$ cat src/rtl/rgb_pkg.sv
// Shared types for the RGB sequence monitor.
// Colour decode, monitor states and error cause codes.
package rgb_pkg;

    typedef enum logic [2:0] {
        BLANK,
        RED,
        GREEN,
        BLUE,
        ILLEGAL
    } colour_e;

    typedef enum logic [2:0] {
        IDLE,
        RED_S,
        GREEN_S,
        BLUE_S,
        RESYNC
    } state_e;

    localparam logic [1:0] ERR_NONE    = 2'b00;
    localparam logic [1:0] ERR_ORDER   = 2'b01;
    localparam logic [1:0] ERR_TIMING  = 2'b10;
    localparam logic [1:0] ERR_ILLEGAL = 2'b11;

    function automatic colour_e decode(input logic r, input logic g, input logic b);
        colour_e c;
        case ({r, g, b})
            3'b000:  c = BLANK;
            3'b100:  c = RED;
            3'b010:  c = GREEN;
            3'b001:  c = BLUE;
            default: c = ILLEGAL;
        endcase
        return c;
    endfunction

endpackage

$ cat src/rtl/rgb_dwell_counter.sv
// Counts consecutive samples of one colour.
// Restarts at 1 on a colour change and saturates at MAX.
module rgb_dwell_counter #(
    parameter int MAX = 10,
    parameter int W   = $clog2(MAX + 1)
) (
    input  logic clk_i,
    input  logic rst_i,
    input  logic change_i,
    output logic full_o
);

    logic [W-1:0] dwell_q;

    // Load 1 on change, otherwise count up until MAX is reached.
    always_ff @(posedge clk_i or posedge rst_i) begin
        if (rst_i) begin
            dwell_q <= '0;
        end else if (change_i) begin
            dwell_q <= W'(1);
        end else if (dwell_q != W'(MAX)) begin
            dwell_q <= dwell_q + W'(1);
        end
    end

    assign full_o = (dwell_q == W'(MAX));

endmodule

$ cat src/rtl/rgb_seq_monitor.sv
// Watches RED->GREEN->BLUE->BLANK sequences with a fixed dwell per colour.
// Flags order, timing and illegal-colour violations; counts good sequences.
import rgb_pkg::*;

module rgb_seq_monitor #(
    parameter int COUNTER_MAX     = 10,
    parameter int SEQ_COUNT_WIDTH = 8
) (
    input  logic                       clk,
    input  logic                       reset,
    input  logic                       red,
    input  logic                       green,
    input  logic                       blue,
    output logic                       seq_done,
    output logic                       error,
    output logic [1:0]                 err_code,
    output logic [SEQ_COUNT_WIDTH-1:0] seq_count,
    output logic                       busy
);

    colour_e sample_q;
    colour_e prev_q;
    state_e  state_q;
    state_e  state_d;
    logic    dwell_full;
    logic    err_set;
    logic    done_set;
    logic [1:0] err_kind;
    colour_e cur_c;
    colour_e nxt_c;
    state_e  nxt_s;

    logic                       seq_done_q;
    logic                       error_q;
    logic [1:0]                 err_code_q;
    logic [SEQ_COUNT_WIDTH-1:0] seq_count_q;
    logic                       busy_q;

    // Dwell counts samples already consumed by the FSM, so it lags sample_q.
    rgb_dwell_counter #(
        .MAX (COUNTER_MAX)
    ) u_dwell (
        .clk_i    (clk),
        .rst_i    (reset),
        .change_i (sample_q != prev_q),
        .full_o   (dwell_full)
    );

    // Current colour and the only legal successor for each busy state.
    always_comb begin
        cur_c = BLANK;
        nxt_c = BLANK;
        nxt_s = IDLE;
        case (state_q)
            RED_S:   begin cur_c = RED;   nxt_c = GREEN; nxt_s = GREEN_S; end
            GREEN_S: begin cur_c = GREEN; nxt_c = BLUE;  nxt_s = BLUE_S;  end
            BLUE_S:  begin cur_c = BLUE;  nxt_c = BLANK; nxt_s = IDLE;    end
            default: ;
        endcase
    end

    // Next-state decision; checks are mutually exclusive, which gives illegal > order > timing.
    always_comb begin
        state_d  = state_q;
        err_set  = 1'b0;
        err_kind = ERR_NONE;
        done_set = 1'b0;
        case (state_q)
            IDLE: begin
                case (sample_q)
                    BLANK:   ;
                    RED:     state_d = RED_S;
                    ILLEGAL: begin err_set = 1'b1; err_kind = ERR_ILLEGAL; end
                    default: begin err_set = 1'b1; err_kind = ERR_ORDER;   end
                endcase
            end
            RED_S, GREEN_S, BLUE_S: begin
                if (sample_q == ILLEGAL) begin
                    err_set  = 1'b1;
                    err_kind = ERR_ILLEGAL;
                end else if (sample_q == cur_c) begin
                    if (dwell_full) begin
                        err_set  = 1'b1;
                        err_kind = ERR_TIMING;
                    end
                end else if (sample_q == nxt_c) begin
                    if (dwell_full) begin
                        state_d  = nxt_s;
                        done_set = (state_q == BLUE_S);
                    end else begin
                        err_set  = 1'b1;
                        err_kind = ERR_TIMING;
                    end
                end else begin
                    err_set  = 1'b1;
                    err_kind = ERR_ORDER;
                end
            end
            RESYNC: begin
                if (sample_q == BLANK) begin
                    state_d = IDLE;
                end
            end
            default: state_d = IDLE;
        endcase
        if (err_set) begin
            state_d = RESYNC;
        end
    end

    // Sample stage, FSM state and all registered outputs.
    always_ff @(posedge clk or posedge reset) begin
        if (reset) begin
            sample_q    <= BLANK;
            prev_q      <= BLANK;
            state_q     <= IDLE;
            seq_done_q  <= 1'b0;
            error_q     <= 1'b0;
            err_code_q  <= ERR_NONE;
            seq_count_q <= '0;
            busy_q      <= 1'b0;
        end else begin
            sample_q   <= decode(red, green, blue);
            prev_q     <= sample_q;
            state_q    <= state_d;
            seq_done_q <= done_set;
            error_q    <= err_set;
            busy_q     <= (state_d == RED_S) || (state_d == GREEN_S) ||
                          (state_d == BLUE_S);
            if (err_set) begin
                err_code_q <= err_kind;
            end
            if (done_set && (seq_count_q != '1)) begin
                seq_count_q <= seq_count_q + SEQ_COUNT_WIDTH'(1);
            end
        end
    end

    assign seq_done  = seq_done_q;
    assign error     = error_q;
    assign err_code  = err_code_q;
    assign seq_count = seq_count_q;
    assign busy      = busy_q;

endmodule

$ cat config.mk
export PLATFORM = sky130hd
export DESIGN_NAME = rgb_seq_monitor
export DESIGN_NICKNAME = d
export VERILOG_FILES = /design/src/rtl/rgb_pkg.sv /design/src/rtl/rgb_dwell_counter.sv /design/src/rtl/rgb_seq_monitor.sv
export SDC_FILE = /design/constraint.sdc
export NUM_CORES = 1
export LEC_CHECK = 0
export ABC_AREA = 0
export CAP_MARGIN = 20
export CORE_MARGIN = 2
export CORE_UTILIZATION = 55
export DETAILED_ROUTE_END_ITERATION = 7
export MAX_ROUTING_LAYER = met4
export PLACE_DENSITY = 0.79
export SYNTH_ARGS = -nofsm -noshare
export SYNTH_HDL_FRONTEND = slang
export SYNTH_SLANG_ARGS = --single-unit
$ cat constraint.sdc
create_clock -name clk -period 4.8 [get_ports clk]
set_input_delay 0.96 -clock clk [delete_from_list [all_inputs] [get_ports clk]]
set_output_delay 0.96 -clock clk [all_outputs]
set_load 0.1 [all_outputs]
* Word level (Yosys, flattened, before mapping) *
Index checks and enable logic that the tools add are counted.

storage, ports and cells
  logic and storage cells = 70
  flip-flop bits (word level) = 26
  input bits = 5
  output and inout port bits = 13

cells by class
  multiplexer cells = 32
  reductions and logical operators = 9
  eq/ne operators = 18
  add/sub/neg operators = 2

operators by type and width
  kind                 count
  $mux 3               7
  $eq 3x2->1 const B   5
  $eq 3x1->1 const B   4
  $pmux 2 s2           3
  $pmux 3 s4           1
  $mux 1               11
  $mux 2               5
  $eq 3x3->1 const B   3
  $logic_not 3->1      3
  $pmux 3 s3           1
  $add 8x1->8 const B  1
  $mux 4               2
  $ne 8x8->1 const B   1
  $eq 3x3->1           2
  $pmux 2 s3           1
  $add 4x1->4 const B  1
  $eq 4x4->1 const B   1
  $ne 4x4->1 const B   1
  $ne 3x3->1           1
  $reduce_or 3->1      1
  $logic_or 1x1->1     2
  $pmux 1 s2           1
  $reduce_bool 2->1    1
  $reduce_or 2->1      1
  $logic_and 1x1->1    1

* Depth between registers and ports, before layout *
Gate-level depths: netlist of run 1.

  depth after elaboration = 11
  depth in mapped cells = 7
  gate-level depth less buffers = 7

* Cells and area by module *
From an unflattened synthesis of run 1, not the netlist that was laid out.

second synthesis, totals
  cells, all modules = 147
  area total of the unflattened synthesis = 1456.4 µm²

modules (own cells, without submodules)
  module             times used  sequential area each (µm²)  cells each  area an instance (µm²)
  rgb_seq_monitor    1           550.5                       125         1234.9
  rgb_dwell_counter  1           100.1                       22          221.5

* Least setup slack after synthesis of run 1 *
No wires, ideal clock.

  path kind = register to register
  start = register seq_count_q[0] (netlist: seq_count[0])
  end = register seq_count_q[1] (netlist: seq_count[1])
  path slack = 2685 ps
  setup time = 126 ps
  arrival = 1989 ps
  cell stages (with the launch flop) = 5
  data required time = 4674 ps
  path buffers = 0
  clock period less this slack = 2115 ps
  cells stage by stage = dfrtp_1 ha_1 and3_1 a31oi_2 mux2_2

on the way
  word-level cells in the longest chain between the ends = 2
  elaborated cells on any way between the ends = 3
  those cells by class = 1 x add/sub; 1 x eq/ne; 1 x reduce/logical

ends and longest elaborated chain
  element                                                              line                    RTL
  start: declaration                                                   rgb_seq_monitor.sv:36   logic [SEQ_COUNT_WIDTH-1:0] seq_count_q;
  start signal: assignment                                             rgb_seq_monitor.sv:134  seq_count_q <= seq_count_q + SEQ_COUNT_WIDTH'(1);
  parallel branches: the longest is 2 deep, another holds $add 8x1->8  n/a

Parallel ways; which one is timed is not known.
A chain may end at the register's enable or synchronous reset.

* Final worst setup path of run 1 *
  start = register seq_count_q[0] (netlist: seq_count[0])
  end = output seq_count[0]

RTL lines
  element           line                   RTL
  end: declaration  rgb_seq_monitor.sv:17  output logic [SEQ_COUNT_WIDTH-1:0] seq_count,

No word-level cell between the ends.

==> metrics.md, run 1 <==
| Metric | Value |
|---|---|
| Path depth of the worst reg2reg path | `5` |
| Number of setup violations in the final report | `0` |
| Antenna viol nets, final | `0` |
| DP Wirelength | `1990 um` |
| Portion of netlist area occupied by mux cells | `0.0232` |
| Yosys reg bits | `26` |
| Cells resized by post-CTS repair | `0` |
| Initial DRC count | `39` |
| Clock tree root buffer cell | `sky130_fd_sc_hd__clkbuf_4` |
| Initial core utilization | `0.582` |
| Reg-to-Reg Start | `sample_q[1]$_DFF_PP0_` |
| Startpoint class of the critical path | `flip-flop` |
| Most frequent cell after synthesis | `sky130_fd_sc_hd__dfrtp_1` |
| Slowest cell on crit path | `sky130_fd_sc_hd__clkdlybuf4s50_1` |
| Io pins | `18` |
| Worst slack on hold paths | `0.509 ns` |
| Core Rows | `18` |
| Type of the worst setup path | `reg2out` |
| Synthesized instance count | `143` |
| Flip-flop cell with the highest count after synthesis | `sky130_fd_sc_hd__dfrtp_1` |
| Area occupied by registers | `651 um^2` |
| Number of setup buffers added after CTS | `0` |
| Via count of the first global-routing pass | `1,013` |
| Dominant delay contributor by cell family on the critical path | `buffers and inverters` |
| Footprint of the multi-input gates | `747 um^2` |
| Die Width | `55.4 um` |
| Leakage power | `0.000737 uW` |
| Synth Cell Area | `1460 um^2` |
| Maximum single-stage delay on the critical path | `1.18 ns` |
| Launching element of the worst setup path | `seq_count[0]$_DFFE_PP0P_` |
| Maximum Capacitance Violations | `0` |
| GRT overflow | `0` |
| Antenna violations before repair | `0` |
| Post-place setup slack | `2.25 ns` |
| DIE AREA | `3070 um^2` |
| Simple-gate area share of the yosys netlist | `0.238` |
| Routed vias | `1,096` |
| Worst min path class | `reg2reg` |
| Commonest cells in the synthesized netlist | `sky130_fd_sc_hd__dfrtp_1, sky130_fd_sc_hd__nor2_1, sky130_fd_sc_hd__nand2_1` |
| Nets | `168` |
| Total GRT Usage | `0.193` |
| Count of unique library cells instantiated by Yosys | `42` |
| DR WL/cell | `14.4 um` |
| Tcrit/Tclk final | `0.607` |
| Area share of fa/ha/maj cells after synthesis | `0.0327` |
| Number of cells on the worst hold path | `1` |
| Cts bufs inserted | `3` |
| Overall die height | `55.4 um` |
| CP endpoint kind | `output pin` |
| Placed Area | `1620 um^2` |
| Clock sink count | `26` |
| Per-cell via count in the routed design | `5.80` |
| Max Clock Freq | `0.343 GHz` |
| Slew at the pin with the worst max-slew slack | `0.982 ns` |
| Power after layout | `520 uW` |
| Setup Skew | `0.00134 ns` |
| Wire length of the first global-routing pass | `4690 um` |
| Cell Chain, Critical Path | `clkdlybuf4s50_1` |
| Levels on crit path | `1` |
| Wire length reported by the detailed router | `2730 um` |
| Count of buffering cells on the critical path with inverters included | `1` |
| Area leader, netlist | `sky130_fd_sc_hd__dfrtp_1` |
| Worst Path Arrival | `1.95 ns` |
| Synth Area in Compound Gates | `0.141` |
| Clock-pin slew on the worst setup and hold paths | `0.14 ns` |
| Syn nets | `151` |
| Main area contributors after synthesis | `sky130_fd_sc_hd__dfrtp_1, sky130_fd_sc_hd__xnor2_1, sky130_fd_sc_hd__nor2_1` |
| Fraction of post-synthesis cell area in the top cell type by area | `0.447` |
| Htree depth | `1` |
| Largest net degree at the start of global routing | `27` |
| Largest voltage drop on the vdd net | `0.000239 V` |
| Largest buffer count on any clock path | `2` |
| Number of design rule violations left after detail routing | `0` |
| Clock period minus worst slack | `2.91 ns` |
| Unrepaired setup endpoints after global routing | `false` |
| Hold-fix buffers, CTS | `0` |
| Area growth, synth to finish | `15.7%` |
| Gp weighted congestion | `0.768` |
| Clock insertion delay at the later pin of the skew report | `0.31 ns` |
| Data required time at the worst endpoint | `3.84 ns` |
| Ratio of total power to cell area | `309 nW/um^2` |
| Final TNS setup | `0 ns` |
| Share of async-settable or async-resettable flops after synthesis | `1.00` |
| Result of the run | `complete, no violations` |
| R2R setup slack | `2.75 ns` |
| Number of endpoints with negative hold slack in the final report | `0` |
| Sequential area share after synthesis | `0.447` |
| Antenna diodes | `0` |
| Port Buffers | `17` |
| Length of the first detailed-routing pass in iterations | `4` |
| Floorplan core area | `2500 um^2` |
| Xor/xnor cell area share of the yosys netlist | `0.0782` |
| Crit path capture | `seq_count[0]` |
| Highest fanout seen on the critical path | `5` |
| Worst-case headroom to the max-slew limit | `0.343` |
| Avg Inst Size Synth | `10.2 um^2` |
| Fraction of final layout cells sized beyond drive strength 1 | `0.132` |
| Slack of the critical path | `1.89 ns` |
| Number of warnings reported in the yosys synthesis log | `0` |
| Post-synth EDFFs | `0` |
| Combinational family with the most area after synthesis | `simple AND/OR/NAND/NOR gates` |
| Non-Filler Cell Area, Final | `1680 um^2` |
| Critical register-to-register path endpoint | `err_code[1]$_DFFE_PP0P_` |
| Number of pins exceeding their max-slew limit in the final report | `0` |
| CTS tree | `built` |
| Fillers | `199` |
how the worst min path moves through the flow:
| stage | from | endpoint | slack, ns |
|---|---|---|---|
| 3_5_place_dp | seq_count[4]$_DFFE_PP0P_ | seq_count[4]$_DFFE_PP0P_ | 0.48 |
| 2_1_floorplan | sample_q[2]$_DFF_PP0_ | prev_q[2]$_DFF_PP0_ | 0.35 |
| 4_1_cts | seq_count[4]$_DFFE_PP0P_ | seq_count[4]$_DFFE_PP0P_ | 0.51 |
| 3_3_place_gp | seq_count[4]$_DFFE_PP0P_ | seq_count[4]$_DFFE_PP0P_ | 0.49 |
| 5_1_grt | seq_count[4]$_DFFE_PP0P_ | seq_count[4]$_DFFE_PP0P_ | 0.53 |
| 6_report | seq_count[4]$_DFFE_PP0P_ | seq_count[4]$_DFFE_PP0P_ | 0.51 |
stage by stage:
stage               utilization  instances
finish                    0.674        189
global route              0.674        189
CTS                       0.668        188
detailed placement        0.647        184
global placement          0.647        184
floorplan                     -        143
placed cells by master (no fill, tap or decap), types with 2 or more instances in the layout:
cell                              netlist  final
sky130_fd_sc_hd__mux2_2                 3      3
sky130_fd_sc_hd__o211a_1                2      2
sky130_fd_sc_hd__nor3_1                 4      4
sky130_fd_sc_hd__nand4_1                4      4
sky130_fd_sc_hd__nand2_1               13     13
sky130_fd_sc_hd__xnor2_1               11     11
sky130_fd_sc_hd__a21o_1                 2      2
sky130_fd_sc_hd__a211oi_1               3      3
sky130_fd_sc_hd__nand3b_1               3      3
sky130_fd_sc_hd__inv_1                  3      3
sky130_fd_sc_hd__o21ai_0                3      3
sky130_fd_sc_hd__clkdlybuf4s50_1        0     17
sky130_fd_sc_hd__clkbuf_4               0      3
sky130_fd_sc_hd__and2b_2                2      2
sky130_fd_sc_hd__dfrtp_1               26     26
sky130_fd_sc_hd__xor2_1                 2      2
sky130_fd_sc_hd__ha_1                   3      3
sky130_fd_sc_hd__and3_1                 3      3
sky130_fd_sc_hd__a221oi_1               2      2
sky130_fd_sc_hd__nand3_1                3      3
sky130_fd_sc_hd__a31oi_2                2      2
sky130_fd_sc_hd__a21oi_1                5      5
sky130_fd_sc_hd__nor2b_1                3      3
sky130_fd_sc_hd__nor2_1                17     17
sky130_fd_sc_hd__a31oi_1                2      2
registers in the layout, summed over array words and instances (netlist names):
register	cells
u_dwell.dwell_q	4
err_code	2
prev_q	3
state_q	3
sample_q	3
busy	1
error	1
seq_count	8
seq_done	1
report_power, final:
| group | total [uW] | switching, uW | internal (uW) |
|---|---|---|---|
| clock network | 148 | 63.7 | 84.4 |
| logic | 116 | 75.9 | 39.9 |
| registers | 256 | 22.7 | 234 |
| total | 520 | 162 | 358 |
routing by layer:
metal | share of wire | GRT usage | vias up | routed length (um)
li1 | - | - | 544 | -
met2 | 0.51 | 0.311 | 27 | 1390
met1 | 0.45 | 0.260 | 521 | 1220
met3 | 0.034 | 0.0211 | 4 | 92
met4 | 0.0062 | 0.0523 | 0 | 17
met5 | 0 | - | - | 0
cells by family after synthesis:
| kind of cell | after synthesis |
|---|---|
| buf+inv | 9 |
| simple gates | 62 |
| xor+xnor | 13 |
| flops | 26 |
| fa+ha+maj | 4 |
| mux | 3 |
| compound gates | 26 |
final cells by class:
type                       count  area share
sequential                    26       0.386
tap                           30      0.0223
clock buffer                   3      0.0134
multi-input combinational    108       0.444
clock inverter                 1      0.0178
timing repair buffer          18       0.110
inverter                       3     0.00669
Note: power is estimated with default switching activity, not from simulation.
==> run 2: changes to the inputs <==
CORE_UTILIZATION = 49   (was 55)
PLACE_DENSITY = 0.75   (was 0.79)
clock period = 2.6 ns   (was 4.8 ns; I/O delays follow)
==> run 2 against run 1 <==
First-iteration DRC count is 13% lower; clock power is 87% higher; design area is 2.3% lower; highest routed layer unchanged.
==> metrics.md, run 2 (synthesized netlist as in run 1, its figures left out) <==
| Metric | Value |
|---|---|
| Tcrit/Tclk final | `0.768` |
| Final TNS setup | `0 ns` |
| Worst min path class | `reg2reg` |
| Worst-case headroom to the max-slew limit | `0.676` |
| Antenna viol nets, final | `0` |
| Slew at the pin with the worst max-slew slack | `0.487 ns` |
| Largest net degree at the start of global routing | `27` |
| Leading cell types in the layout, fill and taps excluded | `sky130_fd_sc_hd__dfrtp_1, sky130_fd_sc_hd__nor2_1, sky130_fd_sc_hd__buf_4` |
| Max reg flops | `8` |
| Total GRT Usage | `0.176` |
| Slowest cell on crit path | `sky130_fd_sc_hd__dfrtp_1` |
| CTS tree | `built` |
| Floorplan core area | `2780 um^2` |
| Antenna diodes | `0` |
| Die Width | `58.5 um` |
| Area growth, synth to finish | `13.1%` |
| Per-cell via count in the routed design | `5.79` |
| Dominant delay contributor by cell family on the critical path | `flip-flops` |
| DIE AREA | `3420 um^2` |
| Ratio of total power to cell area | `583 nW/um^2` |
| Core Rows | `19` |
| Nets | `168` |
| CP endpoint kind | `flip-flop` |
| DR WL/cell | `13.8 um` |
| Fillers | `250` |
| Number of setup violations in the final report | `0` |
| Result of the run | `complete, no violations` |
| GRT overflow | `0` |
| Largest buffer count on any clock path | `2` |
| Hold-fix buffers, CTS | `0` |
| Gp weighted congestion | `0.812` |
| Maximum single-stage delay on the critical path | `0.58 ns` |
| Number of pins exceeding their max-slew limit in the final report | `0` |
| Wire length reported by the detailed router | `2620 um` |
| Routed vias | `1,101` |
| Fraction of final layout cells sized beyond drive strength 1 | `0.214` |
| Io pins | `18` |
| Number of design rule violations left after detail routing | `0` |
| Antenna violations before repair | `0` |
| Initial DRC count | `34` |
| Port Buffers | `17` |
| Clock insertion delay at the later pin of the skew report | `0.32 ns` |
| DP Wirelength | `1960 um` |
| Wire length of the first global-routing pass | `4510 um` |
| Number of endpoints with negative hold slack in the final report | `0` |
| Htree depth | `1` |
| Startpoint class of the critical path | `flip-flop` |
| Clock-pin slew on the worst setup and hold paths | `0.14 ns` |
| Clock sink count | `26` |
| Setup Skew | `0.00682 ns` |
| Non-Filler Cell Area, Final | `1650 um^2` |
| Data required time at the worst endpoint | `2.82 ns` |
| Leakage power | `0.000757 uW` |
| Area occupied by registers | `651 um^2` |
| Number of setup buffers added after CTS | `0` |
| Worst Path Arrival | `2.22 ns` |
| Overall die height | `58.5 um` |
| Via count of the first global-routing pass | `1,064` |
| Largest voltage drop on the vdd net | `0.000376 V` |
| Cells resized by post-CTS repair | `0` |
| Placed Area | `1590 um^2` |
| Highest fanout seen on the critical path | `15` |
| Cts bufs inserted | `3` |
| Count of buffering cells on the critical path with inverters included | `0` |
| Max Clock Freq | `0.500 GHz` |
| Cell Chain, Critical Path | `xnor2_1 -> a311oi_2 -> a31oi_2 -> nor3_2 -> or3_1` |
| Type of the worst setup path | `reg2reg` |
| Clock period minus worst slack | `2.00 ns` |
| Footprint of the multi-input gates | `747 um^2` |
| Clock tree root buffer cell | `sky130_fd_sc_hd__clkbuf_4` |
| Maximum Capacitance Violations | `0` |
| Most common cell after layout, fill and taps aside | `sky130_fd_sc_hd__dfrtp_1` |
| Length of the first detailed-routing pass in iterations | `4` |
| Unrepaired setup endpoints after global routing | `false` |
| Initial core utilization | `0.523` |
## run 2: cell types whose count changed in the layout (fill, tap and decap cells not counted), sizes merged
cell | previous run | this run
buf | 1 | 14
clkdlybuf4s50 | 17 | 4
## run 2: metrics by stage
stage               instances  worst slack, ns  total power [uW]  hold slack [ns]   util
detailed placement        186            0.642               692            0.494  0.573
global placement          186            0.689               685            0.478  0.573
finish                    190            0.602               959            0.503  0.592
global route              190            0.466              1010            0.532  0.592
floorplan                 143            0.485               643            0.352      -
CTS                       190            0.631               969            0.513  0.592
## run 2: power breakdown
part	internal, uW	total (uW)	switching, uW	leakage, uW
Sequential	431	475	43.7	0.000337
Clock	156	277	121	0.0000279
Combinational	68.6	207	138	0.000392
## run 2: layer usage
metal,track usage,vias up,part of all wire
li1,-,539,-
met1,0.223,536,0.46
met2,0.292,24,0.50
met3,0.0198,2,0.032
met4,0.0631,0,0.0050
met5,-,-,0
## run 2: final timing paths
path,from,end,slack (ns),cells past startpoint
worst max-delay path,state_q[1]$_DFF_PP0_,err_code[1]$_DFFE_PP0P_,0.60,5
worst min-delay path,seq_count[4]$_DFFE_PP0P_,seq_count[4]$_DFFE_PP0P_,0.50,1
worst max register to register,state_q[1]$_DFF_PP0_,err_code[1]$_DFFE_PP0P_,0.60,5
worst min register to register,seq_count[4]$_DFFE_PP0P_,seq_count[4]$_DFFE_PP0P_,0.50,1
max in group asynchronous,reset,seq_count[3]$_DFFE_PP0P_,1.82,3
min in group asynchronous,reset,prev_q[1]$_DFF_PP0_,0.54,3
## run 2: worst register-to-register path, stage by stage, from the launching register on
cell                       delay, ns
sky130_fd_sc_hd__dfrtp_1        0.58
sky130_fd_sc_hd__xnor2_1        0.35
sky130_fd_sc_hd__a311oi_2       0.14
sky130_fd_sc_hd__a31oi_2        0.35
sky130_fd_sc_hd__nor3_2         0.10
sky130_fd_sc_hd__or3_1          0.37
## run 2: cell type report
type / count / area share
well taps: 31 / 0.0236
clock inverters: 1 / 0.0183
multi-input cells: 108 / 0.454
inverters: 3 / 0.00684
clock buffers: 3 / 0.0137
repair buffers: 18 / 0.0882
flip-flops and latches: 26 / 0.395
==> run 3: changes to the inputs <==
CORE_UTILIZATION = 54   (was 49)
PLACE_DENSITY = 0.78   (was 0.75)
clock period = 2 ns   (was 2.6 ns; I/O delays follow)
==> run 3 against run 2 <==
Global-route usage grew 2.1 points; combinational power increased by 49%; cell count is 4.2% higher; highest routed layer unchanged.
==> metrics.md, run 3 (synthesized netlist as in run 1, its figures left out) <==
| Metric | Value |
|---|---|
| Result of the run | `complete, no violations` |
| Tcrit/Tclk final | `0.951` |
| Length of the first detailed-routing pass in iterations | `4` |
| CTS tree | `built` |
| Worst slack on hold paths | `0.389 ns` |
| Initial core utilization | `0.577` |
| Highest fanout seen on the critical path | `6` |
| Worst-case headroom to the max-slew limit | `0.688` |
| Wire length of the first global-routing pass | `4760 um` |
| Slew at the pin with the worst max-slew slack | `0.467 ns` |
| CP endpoint kind | `flip-flop` |
| DIE AREA | `3130 um^2` |
| Max Clock Freq | `0.526 GHz` |
| Most common cell after layout, fill and taps aside | `sky130_fd_sc_hd__buf_4` |
| GRT overflow | `0` |
| Type of the worst setup path | `reg2reg` |
| Antenna viol nets, final | `0` |
| Fraction of final layout cells sized beyond drive strength 1 | `0.333` |
| Number of design rule violations left after detail routing | `0` |
| Largest net degree at the start of global routing | `27` |
| Post-place setup slack | `0.0507 ns` |
| Max reg flops | `8` |
| Io pins | `18` |
| Worst min path class | `in2async` |
| Maximum Capacitance Violations | `0` |
| Cts bufs inserted | `3` |
| Number of endpoints with negative hold slack in the final report | `0` |
| Port Buffers | `17` |
| Area growth, synth to finish | `20.6%` |
| Unrepaired setup endpoints after global routing | `true` |
| Number of pins exceeding their max-slew limit in the final report | `0` |
| Core Rows | `18` |
| Clock insertion delay at the later pin of the skew report | `0.33 ns` |
| Slack of the critical path | `0.0986 ns` |
| Largest buffer count on any clock path | `2` |
| Power after layout | `1280 uW` |
| Overall die height | `55.9 um` |
| Largest voltage drop on the vdd net | `0.000528 V` |
| Die Width | `55.9 um` |
| Clock tree root buffer cell | `sky130_fd_sc_hd__clkbuf_4` |
| Via count of the first global-routing pass | `1,001` |
| Clock period minus worst slack | `1.90 ns` |
| Data required time at the worst endpoint | `2.22 ns` |
| Initial DRC count | `57` |
| Clock-pin slew on the worst setup and hold paths | `0.14 ns` |
| Per-cell via count in the routed design | `5.64` |
| Total GRT Usage | `0.197` |
| Startpoint class of the critical path | `flip-flop` |
| Worst Path Arrival | `2.12 ns` |
| Antenna diodes | `0` |
| Final TNS setup | `0 ns` |
| Routed vias | `1,117` |
| Ratio of total power to cell area | `731 nW/um^2` |
| Setup Skew | `0.0103 ns` |
| Leakage power | `0.000792 uW` |
| Antenna violations before repair | `0` |
| DP Wirelength | `2040 um` |
| Floorplan core area | `2520 um^2` |
| Nets | `177` |
| Htree depth | `1` |
| Clock sink count | `26` |
| Hold-fix buffers, CTS | `0` |
| Number of setup violations in the final report | `0` |
| Final core utilization | `0.695` |
| Gp weighted congestion | `0.878` |
| DR WL/cell | `14.0 um` |
| Wire length reported by the detailed router | `2780 um` |
| Leading cell types in the layout, fill and taps excluded | `sky130_fd_sc_hd__buf_4, sky130_fd_sc_hd__dfrtp_1, sky130_fd_sc_hd__nor2_1` |
-- run 3: through the flow --
stage	cell area [um^2]	std cells
3_5_place_dp	1640	190
2_1_floorplan	1460	143
5_1_grt	1750	198
4_1_cts	1690	194
6_report	1750	198
3_3_place_gp	1640	190
-- run 3: per-layer routing --
layer | global-route usage | routed length, um | vias to the layer above
met5 | - | 0 | -
met4 | 0.0714 | 48 | 0
met3 | 0.0256 | 124 | 5
met2 | 0.299 | 1350 | 26
met1 | 0.272 | 1260 | 526
li1 | - | - | 560
-- run 3: worst max-delay path, stage by stage (launching register included) --
cell and delay [ns]:
sky130_fd_sc_hd__dfrtp_1 0.46, sky130_fd_sc_hd__ha_4 0.19, sky130_fd_sc_hd__and3b_2 0.24, sky130_fd_sc_hd__buf_4 0.15, sky130_fd_sc_hd__a31oi_2 0.29, sky130_fd_sc_hd__nor3_2 0.09, sky130_fd_sc_hd__or3_1 0.37
-- run 3: worst paths after layout --
path | cells past startpoint | startpoint | end | slack, ns
setup / recovery | 6 | u_dwell.dwell_q[1]$_DFFE_PP0P_ | err_code[1]$_DFFE_PP0P_ | 0.1
hold / removal | 3 | reset | seq_count[6]$_DFFE_PP0P_ | 0.39
setup reg to reg | 6 | u_dwell.dwell_q[1]$_DFFE_PP0P_ | err_code[1]$_DFFE_PP0P_ | 0.1
hold reg to reg | 1 | seq_count[4]$_DFFE_PP0P_ | seq_count[4]$_DFFE_PP0P_ | 0.50
max in group asynchronous | 3 | reset | state_q[2]$_DFF_PP0_ | 1.34
min in group clk | 1 | seq_count[4]$_DFFE_PP0P_ | seq_count[4]$_DFFE_PP0P_ | 0.50
-- run 3: cell type report --
class | count | area [um^2]
clock buffers | 3 | 22.5
clock inverters | 1 | 30.0
fillers | 192 | 768
inverters | 3 | 11.3
multi-input cells | 108 | 781
flip-flops and latches | 26 | 659
well taps | 30 | 37.5
repair buffers | 27 | 213
-- run 3: what timing repair did --
item | CTS | global route
endpoints found under the setup margin | 0 | 7
resized for setup | 0 | 9
buffers inserted | 0 | 4
-- run 3: power breakdown --
part           total [uW]  internal [uW]  switching, uW
clock network         362            203            159
registers             613            562           50.6
logic                 308            111            197
total                1280            876            407
